`src/rtl/rs_issue_pkg.sv`:
```
// Shared types and widths for the reservation-station issue arbiter.
package rs_issue_pkg;

  localparam int RS_DATA_W = 64;
  localparam int RS_CMD_W  = 10;

  // Tag width depends on the ROB size, so the full packet type is
  // completed inside the arbiter around this fixed-width body.
  typedef struct packed {
    logic [RS_CMD_W-1:0]  commands;
    logic [RS_DATA_W-1:0] val1;
    logic [RS_DATA_W-1:0] val2;
  } issue_body_t;

endpackage

```
`src/rtl/rs_issue_arbiter_picker.sv`:
```
// Round-robin priority picker: first requester at or above ptr, with wrap.
module rr_priority_picker #(
  parameter  int NUM_RS = 4,
  localparam int IDX_W  = $clog2(NUM_RS)
) (
  input  logic [NUM_RS-1:0] req_i,
  input  logic [IDX_W-1:0]  ptr_i,
  output logic [NUM_RS-1:0] grant_o,
  output logic [IDX_W-1:0]  grant_idx_o
);

  always_comb begin
    logic             found;
    logic [IDX_W-1:0] k;
    grant_o     = '0;
    grant_idx_o = '0;
    found       = 1'b0;
    k           = '0;
    for (int i = 0; i < NUM_RS; i++) begin
      k = IDX_W'((int'(ptr_i) + i) % NUM_RS);
      if (!found && req_i[k]) begin
        found       = 1'b1;
        grant_o[k]  = 1'b1;
        grant_idx_o = k;
      end
    end
  end

endmodule

```
`src/rtl/rs_issue_arbiter.sv`:
```
// Issue select: round-robin grant over ready stations into a registered
// execute-input slot that holds under execute back-pressure.
module rs_issue_arbiter
  import rs_issue_pkg::*;
#(
  parameter  int NUM_RS     = 4,
  parameter  int ROBsize    = 16,
  parameter  int ROBsizeLog = $clog2(ROBsize + 1),
  localparam int IDX_W      = $clog2(NUM_RS)
) (
  input  logic                         clk_i,
  input  logic                         reset_i,
  input  logic                         flush_i,
  input  logic [NUM_RS-1:0]            rsReady_i,
  input  logic [NUM_RS*RS_DATA_W-1:0]  rsVal1_i,
  input  logic [NUM_RS*RS_DATA_W-1:0]  rsVal2_i,
  input  logic [NUM_RS*RS_CMD_W-1:0]   rsCommands_i,
  input  logic [NUM_RS*ROBsizeLog-1:0] rsTag_i,
  input  logic                         execStall_i,
  output logic [NUM_RS-1:0]            rsStall_o,
  output logic                         execValid_o,
  output logic [RS_DATA_W-1:0]         execVal1_o,
  output logic [RS_DATA_W-1:0]         execVal2_o,
  output logic [RS_CMD_W-1:0]          execCommands_o,
  output logic [ROBsizeLog-1:0]        execTag_o,
  output logic [IDX_W-1:0]             grantIdx_o
);

  typedef struct packed {
    logic [ROBsizeLog-1:0] tag;
    issue_body_t           body;
  } issue_pkt_t;

  logic              hold;
  logic              accept;
  logic              any_grant;
  logic [NUM_RS-1:0] grant;
  logic [IDX_W-1:0]  grant_idx;
  issue_pkt_t        sel_pkt;

  logic              vld_p1_q, vld_p1_d;
  issue_pkt_t        pkt_p1_q, pkt_p1_d;
  logic [IDX_W-1:0]  idx_p1_q, idx_p1_d;
  logic [IDX_W-1:0]  ptr_q, ptr_d;

  rr_priority_picker #(.NUM_RS(NUM_RS)) u_picker (
    .req_i       (rsReady_i),
    .ptr_i       (ptr_q),
    .grant_o     (grant),
    .grant_idx_o (grant_idx)
  );

  assign any_grant = |grant;
  assign hold      = vld_p1_q & execStall_i;
  // A bubble never holds, so a stalled-but-empty slot still accepts.
  assign accept    = ~hold & ~flush_i & reset_i;

  // Stations drain on the same edge they see stall low, so the stall
  // vector must exactly match what the slot captures below.
  assign rsStall_o = ~({NUM_RS{accept}} & grant);

  // Grant is one-hot, so an AND-OR mux selects the issuing station.
  always_comb begin
    sel_pkt = '0;
    for (int k = 0; k < NUM_RS; k++) begin
      if (grant[k]) begin
        sel_pkt.tag           |= rsTag_i[k*ROBsizeLog +: ROBsizeLog];
        sel_pkt.body.commands |= rsCommands_i[k*RS_CMD_W +: RS_CMD_W];
        sel_pkt.body.val1     |= rsVal1_i[k*RS_DATA_W +: RS_DATA_W];
        sel_pkt.body.val2     |= rsVal2_i[k*RS_DATA_W +: RS_DATA_W];
      end
    end
  end

  // Flush beats hold; with no grant the payload keeps its old value.
  always_comb begin
    vld_p1_d = vld_p1_q;
    pkt_p1_d = pkt_p1_q;
    idx_p1_d = idx_p1_q;
    ptr_d    = ptr_q;
    if (flush_i) begin
      vld_p1_d = 1'b0;
      ptr_d    = '0;
    end else if (accept) begin
      vld_p1_d = any_grant;
      if (any_grant) begin
        pkt_p1_d = sel_pkt;
        idx_p1_d = grant_idx;
        ptr_d    = (grant_idx == IDX_W'(NUM_RS - 1)) ? '0 : grant_idx + 1'b1;
      end
    end
  end

  // Stage p1: execute-input slot and round-robin pointer
  always_ff @(posedge clk_i or negedge reset_i) begin
    if (!reset_i) begin
      vld_p1_q <= 1'b0;
      pkt_p1_q <= '0;
      idx_p1_q <= '0;
      ptr_q    <= '0;
    end else begin
      vld_p1_q <= vld_p1_d;
      pkt_p1_q <= pkt_p1_d;
      idx_p1_q <= idx_p1_d;
      ptr_q    <= ptr_d;
    end
  end

  assign execValid_o    = vld_p1_q;
  assign execVal1_o     = pkt_p1_q.body.val1;
  assign execVal2_o     = pkt_p1_q.body.val2;
  assign execCommands_o = pkt_p1_q.body.commands;
  assign execTag_o      = pkt_p1_q.tag;
  assign grantIdx_o     = idx_p1_q;

endmodule

```
`config.mk`:
```
export PLATFORM = sky130hd
export DESIGN_NAME = rs_issue_arbiter
export DESIGN_NICKNAME = d
export VERILOG_FILES = /design/src/rtl/rs_issue_pkg.sv /design/src/rtl/rs_issue_arbiter_picker.sv /design/src/rtl/rs_issue_arbiter.sv
export SDC_FILE = /design/constraint.sdc
export NUM_CORES = 1
export LEC_CHECK = 0
export CORE_AREA = 3 3 281 283
export DETAILED_ROUTE_END_ITERATION = 10
export DIE_AREA = 0 0 284 286
export PLACE_DENSITY_LB_ADDON = 0.3
export SLEW_MARGIN = 20
export SYNTH_ARGS = -nofsm -noshare
export SYNTH_HDL_FRONTEND = slang
export SYNTH_SLANG_ARGS = --single-unit
```
`constraint.sdc`:
```
create_clock -name clk_i -period 11.71 [get_ports clk_i]
set_input_delay 3.513 -clock clk_i [delete_from_list [all_inputs] [get_ports clk_i]]
set_output_delay 3.513 -clock clk_i [all_outputs]
set_load 0.005 [all_outputs]
```
# --- After elaboration in Yosys (flattened, before gate mapping) ---
# Index checks and enable logic that the tools add are counted.
op_classes:
  addsub: 4
  n_lt_le_gt_ge: 8
  n_eq_ne: 1
  mux: 37
  bitwise_logic: 22
  n_reduce_logical: 15
ops:
  columns: ["operator", "count"]
  rows:
  - ["143-bit 2-to-1 mux", 4]
  - ["64-bit bitwise OR", 6]
  - ["10-bit bitwise OR", 3]
  - ["2-bit 2-to-1 mux", 8]
  - ["4-bit 2-to-1 mux", 4]
  - ["5-bit bitwise OR", 3]
  - ["1-bit 2-to-1 mux", 13]
  - ["2-bit by 3-bit < comparator with 1-bit output, second input constant", 4]
  - ["4-bit bitwise OR", 3]
  - ["1-bit binary-select mux with 2-bit select", 4]
  - ["1-bit demux with 2-bit select", 4]
  - ["2-bit by 1-bit greater-or-equal comparator with 1-bit output, second input constant", 4]
  - ["1-bit logical AND", 7]
  - ["2-bit by 1-bit adder with 2-bit output, second input constant", 2]
  - ["2-bit adder, second input constant", 2]
  - ["4-bit bitwise AND", 1]
  - ["4-bit NOT", 1]
  - ["2-bit nonzero test", 2]
  - ["4-bit OR reduction", 1]
  - ["1-bit bitwise AND", 3]
  - ["1-bit zero test", 3]
  - ["3-bit AND reduction", 1]
  - ["2-bit == test, second input constant", 1]
  - ["1-bit NOT", 2]
  - ["2-bit AND reduction", 1]
totals:
  reg_bits: 148
  in_bits: 580

# --- Logic depth before layout (Yosys ltp) ---
# Gate-level depths: netlist (run 1).
depth:
  depth_word: 19
  ltp_mapped: 13

# --- Modules after synthesis ---
# A second synthesis (run 1) with hierarchy kept.
unflattened:
  cells_unflattened: 866
  hier_area_um2: 8932.3
modules_own_cells:
  columns: ["mod", "instances", "cells_per_inst", "area_per_inst_um2", "seq_area_each_um2"]
  rows:
  - ["rs_issue_arbiter", 1, 818, 8493.1, 3703.6]
  - ["rr_priority_picker", 1, 48, 439.2, 0.0]

# --- Worst setup path after synthesis (run 1) ---
# Ideal clock, no wire load.
synth_timing:
  kind: "input -> output"
  start: "input port rsReady_i[3]"
  end: "output port rsStall_o[1]"
  arrival_time_ns: 5.356
  required_time_ns: 8.197
  slack_ns: 2.841
  stages: 9
  path_cell_list: "buf_2 > mux4_2 > or3b_1 > a21o_1 > nand3_1 > buf_2 > buf_4 > buf_2 > nand2_1"
synth_via:
  elab_chain_len: 14
  word_cells_on_any_way: 26
  cone_classes: "15 x mux; 5 x bitwise; 6 x reduce/logical"
synth_lines:
  columns: ["element", "line", "rtl"]
  rows:
  - ["start: declaration", "rs_issue_arbiter.sv:14", "input logic [NUM_RS-1:0] rsReady_i,"]
  - ["1-bit binary-select mux with 2-bit select", "rs_issue_arbiter_picker.sv:21", "if (!found && req_i[k]) begin"]
  - ["1-bit 2-to-1 mux (implied by the code)", "rs_issue_arbiter_picker.sv:21", null]
  - ["1-bit 2-to-1 mux", "rs_issue_arbiter_picker.sv:21", null]
  - ["1-bit zero test", "rs_issue_arbiter_picker.sv:21", null]
  - ["1-bit logical AND", "rs_issue_arbiter_picker.sv:21", null]
  - ["1-bit 2-to-1 mux", "rs_issue_arbiter_picker.sv:21", null]
  - ["1-bit zero test", "rs_issue_arbiter_picker.sv:21", null]
  - ["1-bit logical AND", "rs_issue_arbiter_picker.sv:21", null]
  - ["1-bit 2-to-1 mux", "rs_issue_arbiter_picker.sv:21", null]
  - ["1-bit zero test", "rs_issue_arbiter_picker.sv:21", null]
  - ["1-bit logical AND", "rs_issue_arbiter_picker.sv:21", null]
  - ["4-bit 2-to-1 mux *", "rs_issue_arbiter_picker.sv:21", null]
  - ["4-bit bitwise AND *", "rs_issue_arbiter.sv:60", "assign rsStall_o = ~({NUM_RS{accept}} & grant);"]
  - ["4-bit NOT *", "rs_issue_arbiter.sv:60", null]
  - ["end: declaration", "rs_issue_arbiter.sv:20", "output logic [NUM_RS-1:0] rsStall_o,"]
# Mark *: on every way between the ends. The rest lies on a longest branch, timed or not. The select of a mux whose other input is x is not followed.

# --- Worst setup path after layout (run 1) ---
# Ends and elaborated chain as after synthesis.

==> implementation parameters, run 1 <==
Parameter                              Value

Status
  Status ... finished clean

Timing
  Final number of hold-violating endpoints ... 0
  Final worst path period share ... roughly 87%
  Final critical path time including I/O delays and setup ... 10240 ps
  Worst relative slew slack ... 28.4%
  Worst hold margin ... 498 ps
  Worst Clk Skew ... 30.0 ps
  Pins over their slew limit ... 0
  Transition at the pin with the smallest max-transition slack ... 1070 ps
  Setup repair after global routing missed its margin ... no
  Fin Setup TNS ... 0 ps
  Endpoints failing setup ... 0
  Max Clk Rate ... 97.6 MHz

Place
  Count of input and output buffers ... 729
  Half-perimeter wire length of the detailed placement result ... 51800 µm
  Placed cells ... between 3000 and 4000
  Area after detailed placement ... 20800 µm²
  GP Congestion ... 0.884

Clock tree
  Post-CTS setup buffer count ... 0
  Clock-pin slew on the worst setup and hold paths ... 70 ps
  Clock H-tree levels ... 4
  Clock tree from TritonCTS ... done
  Clock insertion delay at the later pin of the skew report ... 480 ps
  Clock Path Buffers ... 2
  Master cell of the clock root buffer ... sky130_fd_sc_hd__clkbuf_16
  Number of hold buffers added after CTS ... 0
  Clock buffers created by TritonCTS ... 17
  CTS-repair resized insts ... 0
  Sinks on Clock Net ... ~150

Route
  Mean number of vias per cell ... 4.55
  First-pass iteration count of the detailed router ... 5
  Final routed wirelength across all metal layers ... around 74000 µm
  WL per Instance ... 21.9 µm
  DRC Markers ... 0
  Number of vias after detailed routing ... 15300
  Routed Antenna Nets ... 0
  Number of DRC violations after detailed-routing iteration 0 ... 973

Worst hold path
  Hold-critical path endpoint ... grantIdx_o[0]
  Cell count of the worst hold path ... 1
  Hold WC Path Type ... flop to flop
  Startpoint of the worst hold path ... grantIdx_o[0]

Floorplan
  Chip width ... approximately 280 µm
  Vertical die dimension ... 286 µm
  I/O pin cnt ... 730
  Core Rows ... 102
  Effective utilization at floorplan ... 16.6%
  Core ar. ... 77000 µm²
  Total die area ... 81200 µm²

Worst setup path
  FF-to-FF path depth ... 9
  Setup slack of the worst register-to-register path ... 6770 ps
  Setup crit end kind ... output port
  CP Max Fanout ... 20
  Worst Setup Path Type ... input port to output port
  Capturing point of the worst reg2reg path ... execVal2_o[49]
  Startpoint type of the worst setup path ... input port
  Beginning of the worst register-to-register path ... ptr_q[0]
  Worst path arrival time ... 6730 ps
  Required @ worst endpoint ... around 8200 ps

Final layout
  Number of standard cells in the final layout excluding fillers ... 3354
  # fillers ... 8402
  Synth-to-Final Area Change ... 68.1%
  NumNets Final ... between 2000 and 3000
  Post-layout instance area ... 21400 µm²
  Share of layout cells above drive strength 1 ... 3.60%

Yosys
  Post-synthesis sequential area ratio ... 29.0%
  Total standard cell area after synthesis ... 12800 µm²
  YS warnings ... 0
  Number of synthesized flops with an enable pin ... 0
  Share of the synthesized area in the top cell type ... 29.0%
  Post-synth top flop ... sky130_fd_sc_hd__dfrtp_1
  Cell type contributing the most total cell area after synthesis ... sky130_fd_sc_hd__dfrtp_1
  FFs w/ async S/R, synth ... 100%
  Number of register bits inferred by synthesis ... 148
  Leading post-synthesis cells by cell area ... sky130_fd_sc_hd__dfrtp_1 29%, sky130_fd_sc_hd__a31oi_1 21%, sky130_fd_sc_hd__inv_1 17%
  Post-synth top cells ... 581 x sky130_fd_sc_hd__inv_1, 430 x sky130_fd_sc_hd__a31oi_1, 148 x sky130_fd_sc_hd__dfrtp_1, 148 x sky130_fd_sc_hd__mux2i_1, 143 x sky130_fd_sc_hd__a2111oi_0
  Mean Syn Cell Area ... roughly 7.6 µm²
  Count leader, synth ... sky130_fd_sc_hd__inv_1
  Net count after synthesis ... roughly 2300
  Count of distinct cell types in the synthesized netlist ... 36
  Number of cells produced by synthesis ... 1689

GRT
  Global routing met2 resource utilization ... between 20 and 30%
  Via count of the first global-routing pass ... 15000
  Most heavily used metal layer in global routing ... met2
  Sum of overflow across all layers after global routing ... 0
  First-pass GRT wire length ... 105000 µm
  Number of antenna violations at the first check in global routing ... 10
  Total track usage ... roughly 17%
  Maximum number of pins on one net before global-route repair ... 144
  Met1 track demand over resource in global routing ... 21.4%
  Routing usage on met3 ... under 10%

Power and ir drop
  Worst voltage drop across the vdd grid ... 0.112 mV
  Post-layout power ... 4.17 mW
  Leakage Power ... 9.56 nW
  Ratio of total power to cell area ... just under 200 nW/µm²

Job
  Number of violations of the max-capacitance limit ... 0
placed cells by master (no fill, tap or decap), drive strengths merged, types with 13 or more instances in the layout:
cell type        n
dfrtp          148
nand2           13
buf             33
inv            589
a2111oi        145
clkbuf          18
mux2i          148
a31oi          430
clkdlybuf4s50  728
metal layers:
layer,vias to the layer above,routed length [µm]
li1,7081,-
met1,7326,30000
met3,94,6170
met2,746,35400
met4,4,2010
met5,-,28
registers in the layout (all words and copies together) (netlist names):
name	cells
ptr_q	2
grantIdx_o	2
execCommands_o	10
execVal1_o	64
execValid_o	1
execVal2_o	64
execTag_o	5
area by class of cell:
cell class	count	area, µm²	area share, %
antenna	7	17.5	0.0817
clock buffer	18	429	2.00
clock inverter	14	190	0.887
inverter	581	2180	10.2
multi-input combinational	785	6060	28.3
sequential	148	3700	17.3
tap	1040	1300	6.07
timing repair buffer	761	7560	35.3
kinds of logic (layout without fill, tap and decap cells):
family          count (synthesis)  in the layout  share of synthesized area [%]
buf+inv                       756           1374                           24.3
simple gates                   31             31                           1.34
mux                           153            153                           12.3
flops                         148            148                           29.0
xor+xnor                        1              1                         0.0686
other cells                     0              7                              0
compound gates                593            593                           32.3
fa+ha+maj                       7              7                          0.686
through the flow:
| stage | setup WS, ps | util (%) |
|---|---|---|
| after global routing | 1250 | 27.9 |
| after global placement | 1410 | 27.0 |
| after detailed placement | 1400 | 27.0 |
| after floorplan | 2840 | - |
| final | 1470 | 27.9 |
| after CTS | 1400 | 27.8 |
where the power goes:
group	leakage [nW]	internal [mW]	total (mW)	switching (mW)
clock network	0.294	0.343	0.618	0.275
logic	7.47	1.22	2.61	1.40
registers	1.79	0.776	0.935	0.160
critical path, cell delays in order:
cell	delay, ps
sky130_fd_sc_hd__clkdlybuf4s50_1	650
sky130_fd_sc_hd__or3b_2	510
sky130_fd_sc_hd__a2111oi_4	660
sky130_fd_sc_hd__o21ai_0	300
sky130_fd_sc_hd__nand3_4	340
sky130_fd_sc_hd__nand2_1	160
sky130_fd_sc_hd__clkdlybuf4s50_1	560
worst max path at each step:
stage,startpoint,endpoint,slack [ps],cells after the start
after floorplan,rsReady_i[3],rsStall_o[1],2840,9
after detailed placement,rsReady_i[3],rsStall_o[1],1400,7
final,rsReady_i[3],rsStall_o[1],1470,7
after global placement,rsReady_i[3],rsStall_o[1],1410,7
after CTS,rsReady_i[3],rsStall_o[1],1400,7
after global routing,rsReady_i[3],rsStall_o[1],1250,7
Power figures use the tool's default switching activity.
==> inputs of run 2 (changes only) <==
--- a/config.mk
+++ b/config.mk
@@ -5,9 +5,11 @@
 export SDC_FILE = /design/constraint.sdc
 export NUM_CORES = 1
 export LEC_CHECK = 0
-export CORE_AREA = 3 3 281 283
+export ABC_AREA = 1
+export CORE_AREA = 3 3 279 281
 export DETAILED_ROUTE_END_ITERATION = 10
-export DIE_AREA = 0 0 284 286
+export DIE_AREA = 0 0 282 284
+export DONT_BUFFER_PORTS = 1
 export PLACE_DENSITY_LB_ADDON = 0.3
 export SLEW_MARGIN = 20
 export SYNTH_ARGS = -nofsm -noshare
==> implementation parameters, run 2 <==
Parameter                              Value

GRT
  Via count of the first global-routing pass ... between 9000 and 10000
  Number of antenna violations at the first check in global routing ... 11
  Total track usage ... around 10%
  First-pass GRT wire length ... 60200 µm
  Maximum number of pins on one net before global-route repair ... 150
  Sum of overflow across all layers after global routing ... 0

Final layout
  Commonest cells after routing, fill and taps aside ... 1047 x sky130_fd_sc_hd__nand2_1, 148 x sky130_fd_sc_hd__nand4_1, 148 x sky130_fd_sc_hd__dfrtp_1
  NumNets Final ... 2016
  Most common cell after layout, fill and taps aside ... sky130_fd_sc_hd__nand2_1
  Share of layout cells above drive strength 1 ... 4.16%
  Synth-to-Final Area Change ... 14.7%
  # fillers ... ~8800

Route
  WL per Instance ... 17.6 µm
  Final routed wirelength across all metal layers ... 42800 µm
  First-pass iteration count of the detailed router ... 5
  DRC Markers ... 0
  Routed Antenna Nets ... 0
  Number of DRC violations after detailed-routing iteration 0 ... about 550
  Mean number of vias per cell ... about 4
  Number of vias after detailed routing ... 10000

Floorplan
  Core ar. ... 75700 µm²
  I/O pin cnt ... 730
  Total die area ... 80100 µm²
  Effective utilization at floorplan ... between 10% and 20%
  Vertical die dimension ... 284 µm
  Core Rows ... 101
  Chip width ... 282 µm

Worst setup path
  Required @ worst endpoint ... 8200 ps
  Setup slack of the worst register-to-register path ... 6780 ps
  Longest individual stage delay on the worst path ... 680 ps
  Beginning of the worst register-to-register path ... ptr_q[0]
  Startpoint type of the worst setup path ... input port
  FF-to-FF path depth ... 17
  Setup crit end kind ... output port
  Capturing point of the worst reg2reg path ... execVal2_o[40]
  Sequence of cells on the critical path ... inv_1 -> nand2_1 -> nand3_4 -> nand2_4 -> nor2_2 -> nand4_1 -> nand3_4 -> buf_4 -> nand2_1
  Worst Setup Path Type ... input port to output port
  CP Max Fanout ... 83
  Worst path arrival time ... 5260 ps
  Bufs and invs on worst path ... 2
  Cell with the largest stage delay on the worst path ... sky130_fd_sc_hd__buf_4
  Crit-path leading delay family ... simple AND/OR/NAND/NOR gates

Timing
  Final critical path time including I/O delays and setup ... between 8000 and 9000 ps
  Worst Clk Skew ... 17.2 ps
  Setup repair after global routing missed its margin ... no
  Fin Setup TNS ... 0 ps
  Worst hold margin ... 514 ps
  Final worst path period share ... 74.9%
  Transition at the pin with the smallest max-transition slack ... 1000 ps
  Endpoints failing setup ... 0
  Worst relative slew slack ... 33.1%
  Pins over their slew limit ... 0
  Max Clk Rate ... 114 MHz
  Final number of hold-violating endpoints ... 0
  Slack of the critical path ... 2930 ps

Clock tree
  Sinks on Clock Net ... 148
  Master cell of the clock root buffer ... sky130_fd_sc_hd__clkbuf_16
  CTS-repair resized insts ... 0
  Post-CTS setup buffer count ... 0
  Clock H-tree levels ... 4
  Clock tree from TritonCTS ... done
  Clock buffers created by TritonCTS ... 17
  Clock Path Buffers ... 2
  Number of hold buffers added after CTS ... 0
  Clock insertion delay at the later pin of the skew report ... around 460 ps
  Clock-pin slew on the worst setup and hold paths ... approximately 70 ps

Worst hold path
  Cell count of the worst hold path ... 2
  Hold-critical path endpoint ... execCommands_o[9]
  Startpoint of the worst hold path ... execCommands_o[9]
  Hold WC Path Type ... flop to flop

Yosys
  Post-synth top cells ... 1047 x sky130_fd_sc_hd__nand2_1, 148 x sky130_fd_sc_hd__dfrtp_1, 148 x sky130_fd_sc_hd__nand4_1
  Post-synth top flop ... sky130_fd_sc_hd__dfrtp_1
  Cell type contributing the most total cell area after synthesis ... sky130_fd_sc_hd__nand2_1
  Post-synthesis sequential area ratio ... 39.1%
  Total standard cell area after synthesis ... 9480 µm²
  Count leader, synth ... sky130_fd_sc_hd__nand2_1
  Number of cells produced by synthesis ... 1493
  Net count after synthesis ... 2080
  Number of synthesized flops with an enable pin ... 0
  Mean Syn Cell Area ... 6.35 µm²
  Leading post-synthesis cells by cell area ... sky130_fd_sc_hd__nand2_1 41%, sky130_fd_sc_hd__dfrtp_1 39%, sky130_fd_sc_hd__nand4_1 9.8%
  Number of register bits inferred by synthesis ... 148
  YS warnings ... 0
  FFs w/ async S/R, synth ... 100%
  Count of distinct cell types in the synthesized netlist ... 24
  Share of the synthesized area in the top cell type ... 41.5%

Place
  Half-perimeter wire length of the detailed placement result ... 32600 µm
  Worst setup slack before clock tree synthesis ... ~2900 ps
  Count of input and output buffers ... 0
  GP Congestion ... 0.946

Power and ir drop
  Worst voltage drop across the vdd grid ... 0.173 mV
  Ratio of total power to cell area ... 311 nW/µm²
  Leakage Power ... 4.98 nW

Job
  Number of violations of the max-capacitance limit ... 0

Status
  Status ... finished clean
-- run 2: changes by cell type after synthesis, moves of 6 or more --
cell / previous run / this run
sky130_fd_sc_hd__buf_12: 11 / 0
sky130_fd_sc_hd__inv_1: 581 / 11
sky130_fd_sc_hd__buf_4: 5 / 11
sky130_fd_sc_hd__mux2i_1: 148 / 0
sky130_fd_sc_hd__buf_2: 15 / 40
sky130_fd_sc_hd__a2111oi_0: 143 / 0
sky130_fd_sc_hd__a31oi_1: 430 / 0
sky130_fd_sc_hd__nand4_1: 0 / 148
sky130_fd_sc_hd__clkbuf_1: 129 / 31
sky130_fd_sc_hd__buf_1: 9 / 1
sky130_fd_sc_hd__nand2_1: 12 / 1047
-- run 2: per-stage QoR --
| stage | util, % | area, µm² | cells | total power [mW] |
|---|---|---|---|---|
| after CTS | 14.3 | 10900 | 2420 | 3.45 |
| after global routing | 14.4 | 10900 | 2427 | 3.74 |
| after detailed placement | 13.6 | 10300 | 2388 | 2.86 |
| final | 14.4 | 10900 | 2427 | 3.39 |
| after floorplan | - | 9480 | 1493 | 2.28 |
| after global placement | 13.6 | 10300 | 2388 | 2.82 |
-- run 2: logic make-up (layout without fill, tap and decap cells) --
group	Yosys count	count (layout)	synth area share (%)
adders and majority gates	7	7	0.924
AOI/OAI and AO/OA	11	11	0.792
xor gates and xnor gates	1	1	0.0925
and+or+nand+nor	1221	1221	53.2
other	0	7	0
buffers and inverters	105	54	5.89
DFF	148	148	39.1
-- run 2: where the power goes --
group	internal, mW	switching [mW]	total [mW]
logic	0.541	1.36	1.90
clock network	0.277	0.267	0.544
registers	0.733	0.210	0.943
-- run 2: cell type report --
type | count | area [µm²] | share of cell area (%)
clock buffer | 17 | 425 | 3.91
clock inverter | 15 | 123 | 1.13
inverter | 13 | 56.3 | 0.518
tap | 978 | 1220 | 11.3
antenna | 7 | 17.5 | 0.161
timing repair buffer | 9 | 67.6 | 0.622
multi-input combinational | 1240 | 5250 | 48.3
sequential | 148 | 3700 | 34.1
-- run 2: worst reg2reg max path: cells and delay by family (launching register included) --
kind / cells / cell delay, ps
DFF: 1 / 660
and+or+nand+nor: 11 / 1690
adders and majority gates: 1 / 430
buffers and inverters: 5 / 2110
-- run 2: worst max-delay path by stage --
stage                 start  cells past startpoint           end  slack, ps
3_5_place_dp   rsReady_i[3]                      9  rsStall_o[0]       2940
6_report       rsReady_i[3]                      9  rsStall_o[0]       2930
4_1_cts        rsReady_i[3]                      9  rsStall_o[0]       2940
3_3_place_gp   rsReady_i[1]                      8  rsStall_o[3]       3030
5_1_grt        rsReady_i[3]                      9  rsStall_o[0]       2710
2_1_floorplan  rsReady_i[3]                     10  rsStall_o[1]       3500
-- run 2: layer usage --
layer,wire length [µm],vias up,track usage (%)
met5,62,-,0
met4,2390,8,6.91
met3,4250,80,3.74
met2,20500,605,17.0
met1,15600,4698,10.4
li1,-,4609,-
